**src/rtl/apb_timer_pkg.sv**
```systemverilog
// Shared definitions for the APB timer: register offsets, CR/SR bit positions, request struct.
// The optional PWM compare channel is built only when APB_TIMER_PWM_EN is defined.
package apb_timer_pkg;

    // Word offsets, indexed by PADDR[4:2]
    localparam logic [2:0] OFF_CR  = 3'd0;
    localparam logic [2:0] OFF_PSC = 3'd1;
    localparam logic [2:0] OFF_ARR = 3'd2;
    localparam logic [2:0] OFF_CNT = 3'd3;
    localparam logic [2:0] OFF_SR  = 3'd4;
    localparam logic [2:0] OFF_CCR = 3'd5;

    localparam int CR_EN  = 0;
    localparam int CR_CLR = 1;
    localparam int CR_OPM = 2;
    localparam int CR_IE  = 3;
    localparam int SR_UIF = 0;

    typedef struct packed {
        logic        sel;
        logic        enable;
        logic        write;
        logic [2:0]  off;
        logic [31:0] wdata;
    } apb_req_t;

    // CLR is a strobe, never stored
    typedef struct packed {
        logic ie;
        logic opm;
        logic en;
    } cr_t;

    function automatic logic [31:0] cr_pack(cr_t c);
        logic [31:0] r;
        r         = '0;
        r[CR_EN]  = c.en;
        r[CR_OPM] = c.opm;
        r[CR_IE]  = c.ie;
        return r;
    endfunction

endpackage

```
**src/rtl/timer_core.sv**
```systemverilog
// Prescaler, up-counter with auto-reload wrap, update-set pulse and optional PWM compare.
// The ccr/pwm ports exist only when APB_TIMER_PWM_EN is defined.
module timer_core #(
    parameter int WIDTH = 32
) (
    input  logic             clk,
    input  logic             rst,
    input  logic             en,
    input  logic             clr,
    input  logic [WIDTH-1:0] psc,
    input  logic [WIDTH-1:0] arr,
    output logic [WIDTH-1:0] cnt,
    output logic             uif_set
`ifdef APB_TIMER_PWM_EN
    ,
    input  logic [WIDTH-1:0] ccr,
    output logic             pwm
`endif
);

    logic [WIDTH-1:0] psc_cnt;
    logic             tick;
    logic             wrap;

    assign tick    = en && (psc_cnt == psc);
    // >= so an ARR written below the running count still wraps on the next tick
    assign wrap    = tick && (cnt >= arr);
    assign uif_set = wrap && !clr;

    always_ff @(posedge clk) begin
        if (rst) begin
            psc_cnt <= '0;
            cnt     <= '0;
        end else if (clr) begin
            psc_cnt <= '0;
            cnt     <= '0;
        end else if (en) begin
            if (tick) begin
                psc_cnt <= '0;
                cnt     <= wrap ? '0 : cnt + WIDTH'(1);
            end else begin
                psc_cnt <= psc_cnt + WIDTH'(1);
            end
        end
    end

`ifdef APB_TIMER_PWM_EN
    always_ff @(posedge clk) begin
        if (rst) pwm <= 1'b0;
        else     pwm <= en && (cnt < ccr);
    end
`endif

endmodule

```
**src/rtl/apb_timer_periph.sv**
```systemverilog
// APB responder for the timer: one-wait-state handshake, register file, W1C status, read mux.
// Define APB_TIMER_PWM_EN to add the CCR register at 0x14 and the pwm_out port.
module apb_timer_periph
    import apb_timer_pkg::*;
#(
    parameter int WIDTH = 32
) (
    input  logic        PCLK,
    input  logic        PRESET,
    input  logic [31:0] PADDR,
    input  logic [31:0] PWDATA,
    input  logic        PWRITE,
    input  logic        PENABLE,
    input  logic        PSEL,
    output logic [31:0] PRDATA,
    output logic        PREADY,
    output logic        irq
`ifdef APB_TIMER_PWM_EN
    ,
    output logic        pwm_out
`endif
);

    apb_req_t         req;
    cr_t              cr;
    logic [WIDTH-1:0] psc;
    logic [WIDTH-1:0] arr;
    logic [WIDTH-1:0] cnt;
    logic             uif;
    logic             uif_set;
    logic             wait_q;
    logic             commit;
    logic             clr;
    logic [31:0]      rdata;
    logic             unused_bits;

    assign req = '{sel: PSEL, enable: PENABLE, write: PWRITE, off: PADDR[4:2], wdata: PWDATA};
    assign unused_bits = ^{PADDR[31:5], PADDR[1:0]};

    // wait_q marks the second access cycle; PSEL loss clears it, aborting the transfer
    assign PREADY = wait_q && req.sel && req.enable;
    assign commit = PREADY && req.write;
    assign clr    = commit && (req.off == OFF_CR) && req.wdata[CR_CLR];
    assign irq    = uif && cr.ie;

`ifdef APB_TIMER_PWM_EN
    logic [WIDTH-1:0] ccr;

    always_ff @(posedge PCLK) begin
        if (PRESET)                          ccr <= '0;
        else if (commit && req.off == OFF_CCR) ccr <= req.wdata[WIDTH-1:0];
    end
`endif

    timer_core #(.WIDTH(WIDTH)) u_core (
        .clk     (PCLK),
        .rst     (PRESET),
        .en      (cr.en),
        .clr     (clr),
        .psc     (psc),
        .arr     (arr),
        .cnt     (cnt),
        .uif_set (uif_set)
`ifdef APB_TIMER_PWM_EN
        ,
        .ccr     (ccr),
        .pwm     (pwm_out)
`endif
    );

    always_ff @(posedge PCLK) begin
        if (PRESET) begin
            wait_q <= 1'b0;
            cr     <= '0;
            psc    <= '0;
            arr    <= '0;
            uif    <= 1'b0;
        end else begin
            wait_q <= req.sel && req.enable && !wait_q;

            // A CR write wins over the one-shot auto-disable
            if (commit && req.off == OFF_CR) begin
                cr.en  <= req.wdata[CR_EN];
                cr.opm <= req.wdata[CR_OPM];
                cr.ie  <= req.wdata[CR_IE];
            end else if (uif_set && cr.opm) begin
                cr.en  <= 1'b0;
            end

            if (commit && req.off == OFF_PSC) psc <= req.wdata[WIDTH-1:0];
            if (commit && req.off == OFF_ARR) arr <= req.wdata[WIDTH-1:0];

            // Hardware set beats software clear
            if (uif_set)
                uif <= 1'b1;
            else if (commit && req.off == OFF_SR && req.wdata[SR_UIF])
                uif <= 1'b0;
        end
    end

    always_comb begin
        rdata = '0;
        case (req.off)
            OFF_CR:  rdata = cr_pack(cr);
            OFF_PSC: rdata[WIDTH-1:0] = psc;
            OFF_ARR: rdata[WIDTH-1:0] = arr;
            OFF_CNT: rdata[WIDTH-1:0] = cnt;
            OFF_SR:  rdata[SR_UIF] = uif;
`ifdef APB_TIMER_PWM_EN
            OFF_CCR: rdata[WIDTH-1:0] = ccr;
`endif
            default: rdata = '0;
        endcase
    end

    assign PRDATA = PREADY ? rdata : 32'd0;

endmodule

```
**config.mk**
```make
export PLATFORM = sky130hd
export DESIGN_NAME = apb_timer_periph
export DESIGN_NICKNAME = d
export VERILOG_FILES = /design/src/rtl/apb_timer_pkg.sv /design/src/rtl/timer_core.sv /design/src/rtl/apb_timer_periph.sv
export SDC_FILE = /design/constraint.sdc
export NUM_CORES = 1
export LEC_CHECK = 0
export CAP_MARGIN = 20
export CORE_MARGIN = 4
export CORE_UTILIZATION = 40
export DETAILED_ROUTE_END_ITERATION = 7
export PLACE_DENSITY = 0.65
export REMOVE_ABC_BUFFERS = 1
export SLEW_MARGIN = 20
export SYNTH_ARGS = -nofsm -noshare
export SYNTH_HDL_FRONTEND = slang
export SYNTH_SLANG_ARGS = --single-unit
```
**constraint.sdc**
```tcl
create_clock -name PCLK -period 9.5 [get_ports PCLK]
set_input_delay 2.85 -clock PCLK [delete_from_list [all_inputs] [get_ports PCLK]]
set_output_delay 2.85 -clock PCLK [all_outputs]
set_load 0.1 [all_outputs]
```
-- After elaboration in Yosys (flattened, before gate mapping)
Cells that the tools add are included.
- output and inout bits: 34
- bits in registers: 133
- input bits: 69
- eq/ne operators: 5
- order comparisons: 1
- add/sub/neg operators: 2
- reductions and logical operators: 23
- multiplexer cells: 9
- operators with widths (operator ; number):
    $pmux W31 S4 ; 1
    $mux W32 ; 3
    $add A32 B1 Y32 const B ; 2
    $eq A32 B32 Y1 ; 1
    $ge A32 B32 Y1 ; 1
    $logic_and A1 B1 Y1 ; 16
    $eq A3 B2 Y1 const B ; 2
    $pmux W1 S5 ; 1
    $mux W1 ; 4
    $reduce_bool A2 Y1 ; 2
    $eq A3 B1 Y1 const B ; 1
    $eq A3 B3 Y1 const B ; 1
    $logic_not A3 Y1 ; 1
    $logic_not A1 Y1 ; 2
    $reduce_and A2 Y1 ; 1
    $reduce_or A2 Y1 ; 1

-- Longest topological paths before layout
Gate-level depths: netlist of the first run.
- depth in word-level cells: 10
- mapped depth: 9

-- Hierarchy
A second synthesis of the first run with hierarchy kept.
- cells, all modules: 944
- area total of the unflattened synthesis: 8090.3 um^2
- by module, submodules not included (module ; times used ; area each (um^2) ; seq. area each (um^2) ; cells each):
    timer_core ; 1 ; 4317.9 ; 1281.2 ; 515
    apb_timer_periph ; 1 ; 3772.4 ; 1381.3 ; 429

-- Worst setup path before layout of the first run
No wires, ideal clock.
- path type: in2out
- from: in PADDR[2]
- to: out PRDATA[21]
- buffers on the path: 3
- path slack: 1.267 ns
- required time: 6.650 ns
- arrival time: 5.383 ns
- stages on the path: 6
- path through: clkbuf_1 -> nor2b_1 -> clkbuf_1 -> clkbuf_1 -> a22oi_1 -> nor2_1
- word-level cells in the longest chain between the ends: 3
- elaborated cells on any way between the ends: 6
- classes of those cells: 3 x eq/ne; 2 x mux; 1 x reduce/logical
- ends and longest elaborated chain (what ; RTL line ; text):
    from (decl) ; apb_timer_periph.sv:10 ; input logic [31:0] PADDR,
    $eq A3 B2 Y1 (tied with other cells) ; apb_timer_periph.sv:103 ; case (req.off)
    $pmux W31 S4 * ; apb_timer_periph.sv:103 ;
    $mux W32 * ; apb_timer_periph.sv:116 ; assign PRDATA = PREADY ? rdata : 32'd0;
    to (decl) ; apb_timer_periph.sv:15 ; output logic [31:0] PRDATA,
Mark *: on every way between the ends. The rest lies on a longest branch, timed or not.

-- Worst setup path after layout of the first run
- from: in PADDR[3]
- to: out PRDATA[22]
Same word-level chain as after synthesis.

==> results of run 1 <==
==> per-layer routing <==
layer  part of all wire, %  wire length (um)  GRT usage [%]
met5                     0                 0              0
met4                   2.3               509          6.223
met3                   6.2              1396          5.332
met2                    44             10020          33.19
met1                    47             10700          29.48
==> kinds of logic after synthesis <==
group / count (synthesis)
compound gates: 219
xor+xnor: 60
fa+ha+maj: 34
buf+inv: 108
flops: 133
mux: 6
simple gates: 433
==> Yosys cell counts (2+ instances only) <==
cell,n,share of area [%]
nand2_1,194,9.7
dfxtp_1,133,35
a21oi_1,78,5.2
nor2_1,77,3.9
clkbuf_1,56,2.8
o21ai_0,56,3.7
inv_1,47,2.4
xnor2_1,37,4.3
ha_1,34,5.7
a211oi_1,32,3.2
a22oi_1,29,2.9
nand4_1,28,2.3
nand3_1,27,1.8
or3_1,23,1.9
xor2_1,23,2.7
and3_1,13,1.1
nand2b_1,13,1.1
nor4_1,11,0.92
or4_1,11,1.1
nor3_1,10,0.67
o31ai_1,10,1.0
and2_1,6,0.50
and4_1,6,0.70
a221oi_1,4,0.47
a21o_1,3,0.30
and4b_1,3,0.40
mux2i_1,3,0.40
mux4_2,3,0.90
nor2b_1,3,0.25
buf_1,2,0.10
inv_2,2,0.10
o21a_1,2,0.20
or2_2,2,0.17
==> power by group through the flow <==
stage | clock [mW] | combinational, mW | sequential (mW)
6_report | 0.790 | 0.0467 | 0.559
5_1_grt | 0.824 | 0.0503 | 0.558
4_1_cts | 0.799 | 0.0466 | 0.559
3_5_place_dp | 0 | 0.0464 | 0.571
3_3_place_gp | 0 | 0.0462 | 0.571
2_1_floorplan | 0 | 0.00883 | 0.571
==> sequential cells by signal, indices dropped and copies added (netlist names) <==
name,flops
arr,32
psc,32
u_core.cnt,32
wait_q,1
u_core.psc_cnt,32
cr,3
uif,1
==> cell type report <==
class | count | area share, %
well taps | 229 | 3.181
inverters | 49 | 2.042
multi-input cells | 752 | 49.45
clock inverters | 12 | 2.750
flip-flops and latches | 133 | 29.56
repair buffers | 83 | 7.946
clock buffers | 20 | 5.070
==> path summary, 6_finish.rpt <==
kind | start | endpoint | cells after the start
worst max register to register | u_core.cnt[5]$_SDFFE_PP0P_ | u_core.cnt[21]$_SDFFE_PP0P_ | 6
worst max-delay path | PADDR[3] | PRDATA[22] | 6
worst min-delay path | wait_q$_SDFF_PP0_ | wait_q$_SDFF_PP0_ | 1
worst min register to register | wait_q$_SDFF_PP0_ | wait_q$_SDFF_PP0_ | 1
==> stage by stage <==
step	setup WS, ns	std cells
finish	1.713	1278
floorplan	1.225	934
detailed placement	1.733	1246
CTS	1.723	1278
global placement	1.752	1246
global route	1.607	1278
==> worst register-to-register path, delay by kind of cell, from the launching register on <==
kind             cells  cell delay [ns]
AND/OR/NAND/NOR      5             2.11
flip-flops           1             0.47
AO/OA/AOI/OAI        1             0.24
==> flow_summary.json, run 1 <==
{
  "post_cts_buffers": 0,
  "switching_share_pct": 20.44,
  "placed_area_mm2": 0.008303,
  "synth_mux_area_share_pct": 1.300,
  "coreArea_mm2": 0.01821,
  "multi_input_area_mm2": 0.004454,
  "area_growth_syn_to_layout_pct": 19.98,
  "synthSimpleGateAreaFrac_pct": 27.42,
  "avgSynthCellArea_um2": 7.560,
  "seq_area_frac_synth_pct": 35.47,
  "ys.flop_type": "dfxtp_1",
  "fin_crit_sh_pct": 81.97,
  "numClockSinks": 133,
  "crit_buf_inv": 3,
  "antennaDiodeCount": 0,
  "cts_buffers": 17,
  "grt_usage_pct": 21.34,
  "max_freq_mhz": 128.4,
  "synth_top_family_by_area": "simple AND/OR/NAND/NOR gates",
  "grt_setup_unrepaired": "no",
  "cts_hold_buf": 0,
  "cp-start-kind": "primary input",
  "required_ns": 6.65,
  "synth_edf_count": 0,
  "worst_pin_slew_ns": 0.9666,
  "grt_pass1_wl_mm": 35.94,
  "power_density_mw_per_mm2": 154.9,
  "slew_headroom_pct": 35.36,
  "synth-xor-area-share_pct": 7.000,
  "synth_compound_area_share_pct": 17.65,
  "p_comb_share_pct": 3.3,
  "synth_warnings": 0,
  "num_rows": 49,
  "htree_levels": 4,
  "clkPwrFrac_pct": 56.6,
  "setup_viol": 0,
  "leakagePower_nw": 3.020,
  "via_per_inst": 5.638,
  "r2r_slack_ns": 6.59,
  "regArea_mm2": 0.002663,
  "nets": 1139,
  "min_path_type": "reg -> reg",
  "overflow": 0,
  "internal-power_mw": 1.110,
  "critical-path-slowest-cell": "nor2b_2",
  "synth_fa_ha_area_share_pct": 5.667,
  "drive_gt1_share_pct": 8.580,
  "die_w_um": 145.0,
  "cts-root-buf": "clkbuf_16",
  "hold_ws_ns": 0.4207,
  "vias": 7205,
  "synthArstFlopShare_pct": 0,
  "first_pass_iters": 6,
  "worstPathArrival_ns": 4.94,
  "max-vdd-ir-drop_mv": 0.1164,
  "start_util_pct": 41.23,
  "nFillCells": 1780,
  "synth.distinct_cells": 45,
  "outcome": "finished clean",
  "antenna_left": 0,
  "drt_iter0_drc": 580,
  "crit_type": "in -> out",
  "syn_inst": 993,
  "layout_common_cells": "194 x nand2_1, 133 x dfxtp_1, 77 x nor2_1, 77 x a21oi_1, 56 x o21ai_0",
  "cts_resized": 0,
  "synth-seq-cells": 133,
  "remaining_drc_errors": 0,
  "cts_tree": "built",
  "die_h_um": 145.0,
  "clk_pin_slew_ns": 0.06,
  "finalPower_mw": 1.395,
  "syn-cell-area_mm2": 0.007507,
  "cp_common_cell": "buf_4",
  "final_common_cell": "nand2_1",
  "crit_fanout": 14,
  "period_needed_ns": 7.787,
  "clk-insertion-delay-late_ns": 0.42,
  "slew_violations": 0,
  "fin_tns_setup_ns": 0,
  "fin_util_pct": 49.47,
  "fin_skew_ns": 0.008412,
  "grt_max_degree": 71,
  "post-dp-hpwl_mm": 15.72,
  "max_cap_violations": 0,
  "fin_area_mm2": 0.009007,
  "cts_buffer_depth": 2,
  "gp_congestion": 0.9245,
  "crit_family": "buffers and inverters",
  "worstPathCellList": "clkdlybuf4s50_1 -> nor2b_2 -> buf_4 -> a22oi_1 -> nor2_1 -> buf_4",
  "die_area_mm2": 0.02102,
  "wl_per_cell_um": 17.70,
  "grt_pass1_vias": 6574,
  "antenna_found_initial": 0,
  "final-hold-violation-count": 0,
  "switching_power_uw": 285.1,
  "max_stage_delay_ns": 0.70,
  "cp-end-kind": "output pin",
  "io_pins": 103,
  "p_seq_share_pct": 40.0,
  "port-buffer-count": 73,
  "wirelength_mm": 22.62
}
(Power assumes the default switching activity.)
==> run 2, diff against run 1 <==
PLACE_DENSITY = 0.68   (was 0.65)
clock period = 6.4 ns   (was 9.5 ns; I/O delays follow)
==> run 2 against run 1 <==
Net effect: wire length shrank 1.8%; cell count is essentially flat; clock power increased by 27%; utilization increased by 1.7 points; non-clock buffer count up 3; sequential power up 48%; first-iteration DRC count rose by 20%; largest power group unchanged.
==> flow_summary.json, run 2 (synthesis results as in run 1) <==
{
  "vias": 7221,
  "die_w_um": 145.0,
  "max_freq_mhz": 175.5,
  "dr.max_layer_used": "met4",
  "drive_gt1_share_pct": 8.571,
  "min_path_type": "reg -> reg",
  "fin_area_mm2": 0.009311,
  "cts-root-buf": "clkbuf_16",
  "nFillCells": 1689,
  "area_growth_syn_to_layout_pct": 24.03,
  "post-dp-hpwl_mm": 15.75,
  "start_util_pct": 41.23,
  "wl_met1_mm": 9.971,
  "max_cap_violations": 0,
  "fin_crit_sh_pct": 89.05,
  "critical-path-slowest-cell": "nor2b_2",
  "grt_pass1_vias": 6702,
  "grt_usage_pct": 20.86,
  "drt_iter0_drc": 695,
  "port-buffer-count": 73,
  "dp_slack_ns": 0.7131,
  "max_stage_delay_ns": 0.49,
  "die_area_mm2": 0.02102,
  "p_comb_share_pct": 3.7,
  "final_common_cell": "nand2_1",
  "first_pass_iters": 8,
  "cts_buffer_depth": 2,
  "dp_cells": 1249,
  "cp-end-kind": "output pin",
  "grt_max_degree": 71,
  "final_cells": 1279,
  "switching_power_uw": 412.2,
  "slew_violations": 0,
  "numClockSinks": 133,
  "leakagePower_nw": 3.079,
  "final-hold-violation-count": 0,
  "setup_viol": 0,
  "antenna_found_initial": 0,
  "clk_pin_slew_ns": 0.05,
  "r2r_end": "u_core.cnt[21]$_SDFFE_PP0P_",
  "cts_hold_buf": 0,
  "cts_resized": 0,
  "fin_skew_ns": 0.007488,
  "required_ns": 4.48,
  "num_rows": 49,
  "remaining_drc_errors": 0,
  "crit_type": "in -> out",
  "finalPower_mw": 1.903,
  "power_density_mw_per_mm2": 204.4,
  "wl_per_cell_um": 17.37,
  "hold_start": "wait_q$_SDFF_PP0_",
  "max-vdd-ir-drop_mv": 0.1992,
  "gp_congestion": 0.8840,
  "hold_end": "wait_q$_SDFF_PP0_",
  "crit_fanout": 29,
  "fin_tns_setup_ns": 0,
  "fin_util_pct": 51.14,
  "crit_buf_inv": 3,
  "multi_input_area_mm2": 0.004446,
  "post_cts_buffers": 0,
  "regArea_mm2": 0.002663,
  "internal-power_mw": 1.491,
  "worstPathCellList": "buf_2 -> nor2b_2 -> buf_4 -> a22oi_1 -> nor2_1 -> buf_12",
  "period_needed_ns": 5.699,
  "clkPwrFrac_pct": 52.7,
  "fin_ws_ns": 0.7006,
  "die_h_um": 145.0,
  "r2r_slack_ns": 3.41,
  "antennaDiodeCount": 0,
  "hold_ws_ns": 0.4259,
  "crit_family": "buffers and inverters",
  "io_pins": 103,
  "layout_common_cells": "194 x nand2_1, 133 x dfxtp_1, 77 x nor2_1, 77 x a21oi_1, 56 x o21ai_0",
  "clk-insertion-delay-late_ns": 0.43,
  "coreArea_mm2": 0.01821,
  "worstPathArrival_ns": 3.78,
  "cts_tree": "built",
  "whs_path_depth": 1,
  "nets": 1142,
  "via_per_inst": 5.646,
  "met2_length_mm": 10.19,
  "htree_levels": 4,
  "grt_pass1_wl_mm": 35.64,
  "antenna_left": 0,
  "p_seq_share_pct": 43.6,
  "wirelength_mm": 22.22,
  "met3_length_mm": 1.534,
  "cp-start-kind": "primary input",
  "reg2reg_from": "u_core.cnt[4]$_SDFFE_PP0P_",
  "overflow": 0,
  "cts_buffers": 17,
  "placed_area_mm2": 0.008715,
  "outcome": "finished clean",
  "switching_share_pct": 21.66,
  "grt_setup_unrepaired": "no",
  "worst_pin_slew_ns": 0.9671,
  "r2r_cells": 6,
  "slew_headroom_pct": 35.32
}
==> run 2: cell count changes in the layout (fill, tap and decap cells not counted), sizes merged <==
cell	delta
buf	+4
clkinv	+3
bufinv	-4
inv	-1
clkdlybuf4s50	-1
==> run 2: power by group through the flow <==
stage                     registers (mW)  logic, mW  clock network, mW
after floorplan                    0.847     0.0131                  0
after CTS                          0.829     0.0701               1.01
after detailed placement           0.848     0.0698                  0
final                              0.829     0.0709               1.00
after global routing               0.829     0.0747               1.05
after global placement             0.848     0.0699                  0
==> run 2: worst reg2reg max path, cell delays in order, from the launching register on <==
cell,delay [ns]
dfxtp_1,0.45
nand4_1,0.30
nor4_1,0.56
and4_1,0.26
nand4_1,0.49
or4_1,0.61
a211oi_1,0.23
==> run 2: how the worst max path moves through the flow <==
stage / from / to / slack, ns / depth (start not counted)
floorplan: PADDR[2] / PRDATA[10] / -0.01 / 3
global placement: PENABLE / PRDATA[12] / 0.73 / 5
detailed placement: PENABLE / PRDATA[12] / 0.71 / 5
CTS: PENABLE / PRDATA[12] / 0.72 / 5
global route: PADDR[2] / PRDATA[23] / 0.61 / 6
finish: PADDR[2] / PRDATA[15] / 0.70 / 6
==> run 2: layout make-up <==
cell class	count	share of cell area [%]
clock buffer	20	5.012
multi-input combinational	752	47.74
timing repair buffer	86	12.20
inverter	49	1.975
tap	229	3.077
clock inverter	10	1.397
sequential	133	28.59
==> run 2: per-layer routing <==
metal,global-route usage [%],vias to the layer above
met2,32.93,234
met4,7.031,0
li1,-,3561
met5,0,-
met3,4.802,30
met1,28.30,3396
==> run 3, diff against run 2 <==
GPL_TIMING_DRIVEN = 0   (was unset)
==> run 3 against run 2 <==
Net effect: largest power group unchanged; fmax fell by 8.7%; critical path depth shrank 1; critical path type unchanged; via count decreased by 0.93%; highest routed layer unchanged; sequential power barely moved.
==> flow_summary.json, run 3 (synthesis results as in run 1) <==
{
  "hold_end": "wait_q$_SDFF_PP0_",
  "post-dp-hpwl_mm": 15.84,
  "max_cap_violations": 0,
  "htree_levels": 4,
  "grt_usage_pct": 20.57,
  "max-vdd-ir-drop_mv": 0.1750,
  "dp_cells": 1245,
  "r2r_slack_ns": 3.11,
  "met2_usage_pct": 31.57,
  "area_growth_syn_to_layout_pct": 20.53,
  "cts_tree": "built",
  "antenna_found_initial": 0,
  "nets": 1138,
  "fin_crit_sh_pct": 97.52,
  "cts_buffer_depth": 2,
  "r2r_cells": 7,
  "coreArea_mm2": 0.01821,
  "period_needed_ns": 6.241,
  "drt_iter0_drc": 564,
  "io_pins": 103,
  "setup_viol": 0,
  "whs_path_depth": 1,
  "wirelength_mm": 21.84,
  "final_cells": 1276,
  "cp-start-kind": "primary input",
  "worstPathArrival_ns": 4.32,
  "grtUsageMet3_pct": 5.145,
  "via_per_inst": 5.607,
  "die_h_um": 145.0,
  "required_ns": 4.48,
  "final_common_cell": "nand2_1",
  "first_pass_iters": 5,
  "reg2reg_from": "psc[4]$_SDFFE_PP0P_",
  "hold_start": "wait_q$_SDFF_PP0_",
  "grt_pass1_vias": 6757,
  "hold_ws_ns": 0.4190,
  "power_density_mw_per_mm2": 208.6,
  "final-hold-violation-count": 0,
  "cts-root-buf": "clkbuf_16",
  "fin_tns_setup_ns": 0,
  "grt_max_degree": 71,
  "min_path_type": "reg -> reg",
  "dp_slack_ns": -0.1521,
  "clk-insertion-delay-late_ns": 0.41,
  "crit_fanout": 29,
  "antenna_left": 0,
  "die_w_um": 145.0,
  "nFillCells": 1749,
  "outcome": "finished clean",
  "gp_congestion": 0.8673,
  "overflow": 0,
  "cp-end-kind": "output pin",
  "remaining_drc_errors": 0,
  "start_util_pct": 41.23,
  "grt_setup_unrepaired": "no",
  "cts_buffers": 17,
  "worst_pin_slew_ns": 0.9878,
  "drive_gt1_share_pct": 5.540,
  "vias": 7154,
  "clk_pin_slew_ns": 0.05,
  "cts_hold_buf": 0,
  "die_area_mm2": 0.02102,
  "max_freq_mhz": 160.2,
  "crit_type": "in -> out",
  "layout_common_cells": "194 x nand2_1, 133 x dfxtp_1, 77 x nor2_1, 77 x a21oi_1, 56 x o21ai_0",
  "grt_pass1_wl_mm": 35.43,
  "num_rows": 49,
  "port-buffer-count": 73,
  "numClockSinks": 133,
  "met1_usage_pct": 28.57,
  "wl_per_cell_um": 17.12,
  "leakagePower_nw": 3.085,
  "fin_skew_ns": 0.008105,
  "slew_headroom_pct": 34.41,
  "grt-busiest-layer": "met2",
  "slew_violations": 0,
  "fin_ws_ns": 0.1588,
  "r2r_end": "u_core.cnt[7]$_SDFFE_PP0P_",
  "antennaDiodeCount": 0
}
==> run 3: metal layers <==
metal	share of wire, %	wire length, um
met1	47	10300
met2	44	9539
met3	6.7	1461
met4	2.5	540
met5	0	0
==> run 3: repair_timing <==
action / in CTS / in global routing
hold endpoints to repair: 0 / 0
gates resized for setup: 29 / 0
buffers inserted: 0 / 0
setup endpoints to repair: 29 / 0
==> run 3: through the flow <==
stage	total power [mW]	utilization [%]	instance area, um^2
6_report	1.888	49.69	9049
3_3_place_gp	0.9144	45.56	8295
3_5_place_dp	0.9203	46.62	8489
4_1_cts	1.899	49.69	9049
5_1_grt	1.939	49.69	9049
2_1_floorplan	0.8604	-	7278
==> run 3: worst max-delay path: stages <==
cell	delay [ns]
clkdlybuf4s50_1	0.48
nand3_1	0.15
or2_2	0.59
nor2_1	0.29
dlygate4sd2_1	0.89
==> run 3: how the worst max path moves through the flow <==
| stage | start | to | slack, ns |
|---|---|---|---|
| CTS | PSEL | PRDATA[15] | 0.15 |
| floorplan | PADDR[2] | PRDATA[10] | -0.01 |
| finish | PSEL | PRDATA[15] | 0.16 |
| global route | PENABLE | PRDATA[15] | 0.07 |
| detailed placement | PSEL | PRDATA[12] | -0.15 |
| global placement | PADDR[2] | PRDATA[13] | -3.34 |
==> run 3: where the power goes <==
part | leakage (nW) | internal, mW | total, mW | switching [mW]
Combinational | 1.73 | 0.0303 | 0.0735 | 0.0432
Clock | 0.287 | 0.621 | 0.985 | 0.364
Sequential | 1.07 | 0.829 | 0.830 | 0.000642
Total | 3.08 | 1.48 | 1.89 | 0.407
==> run 3: final cells by class <==
cell class	count	area (um^2)	share of cell area [%]
well taps	229	286.5	3.166
clock buffers	23	498.0	5.503
repair buffers	82	860.8	9.513
clock inverters	8	97.59	1.079
inverters	49	183.9	2.033
flip-flops and latches	133	2663	29.42
multi-input cells	752	4459	49.28
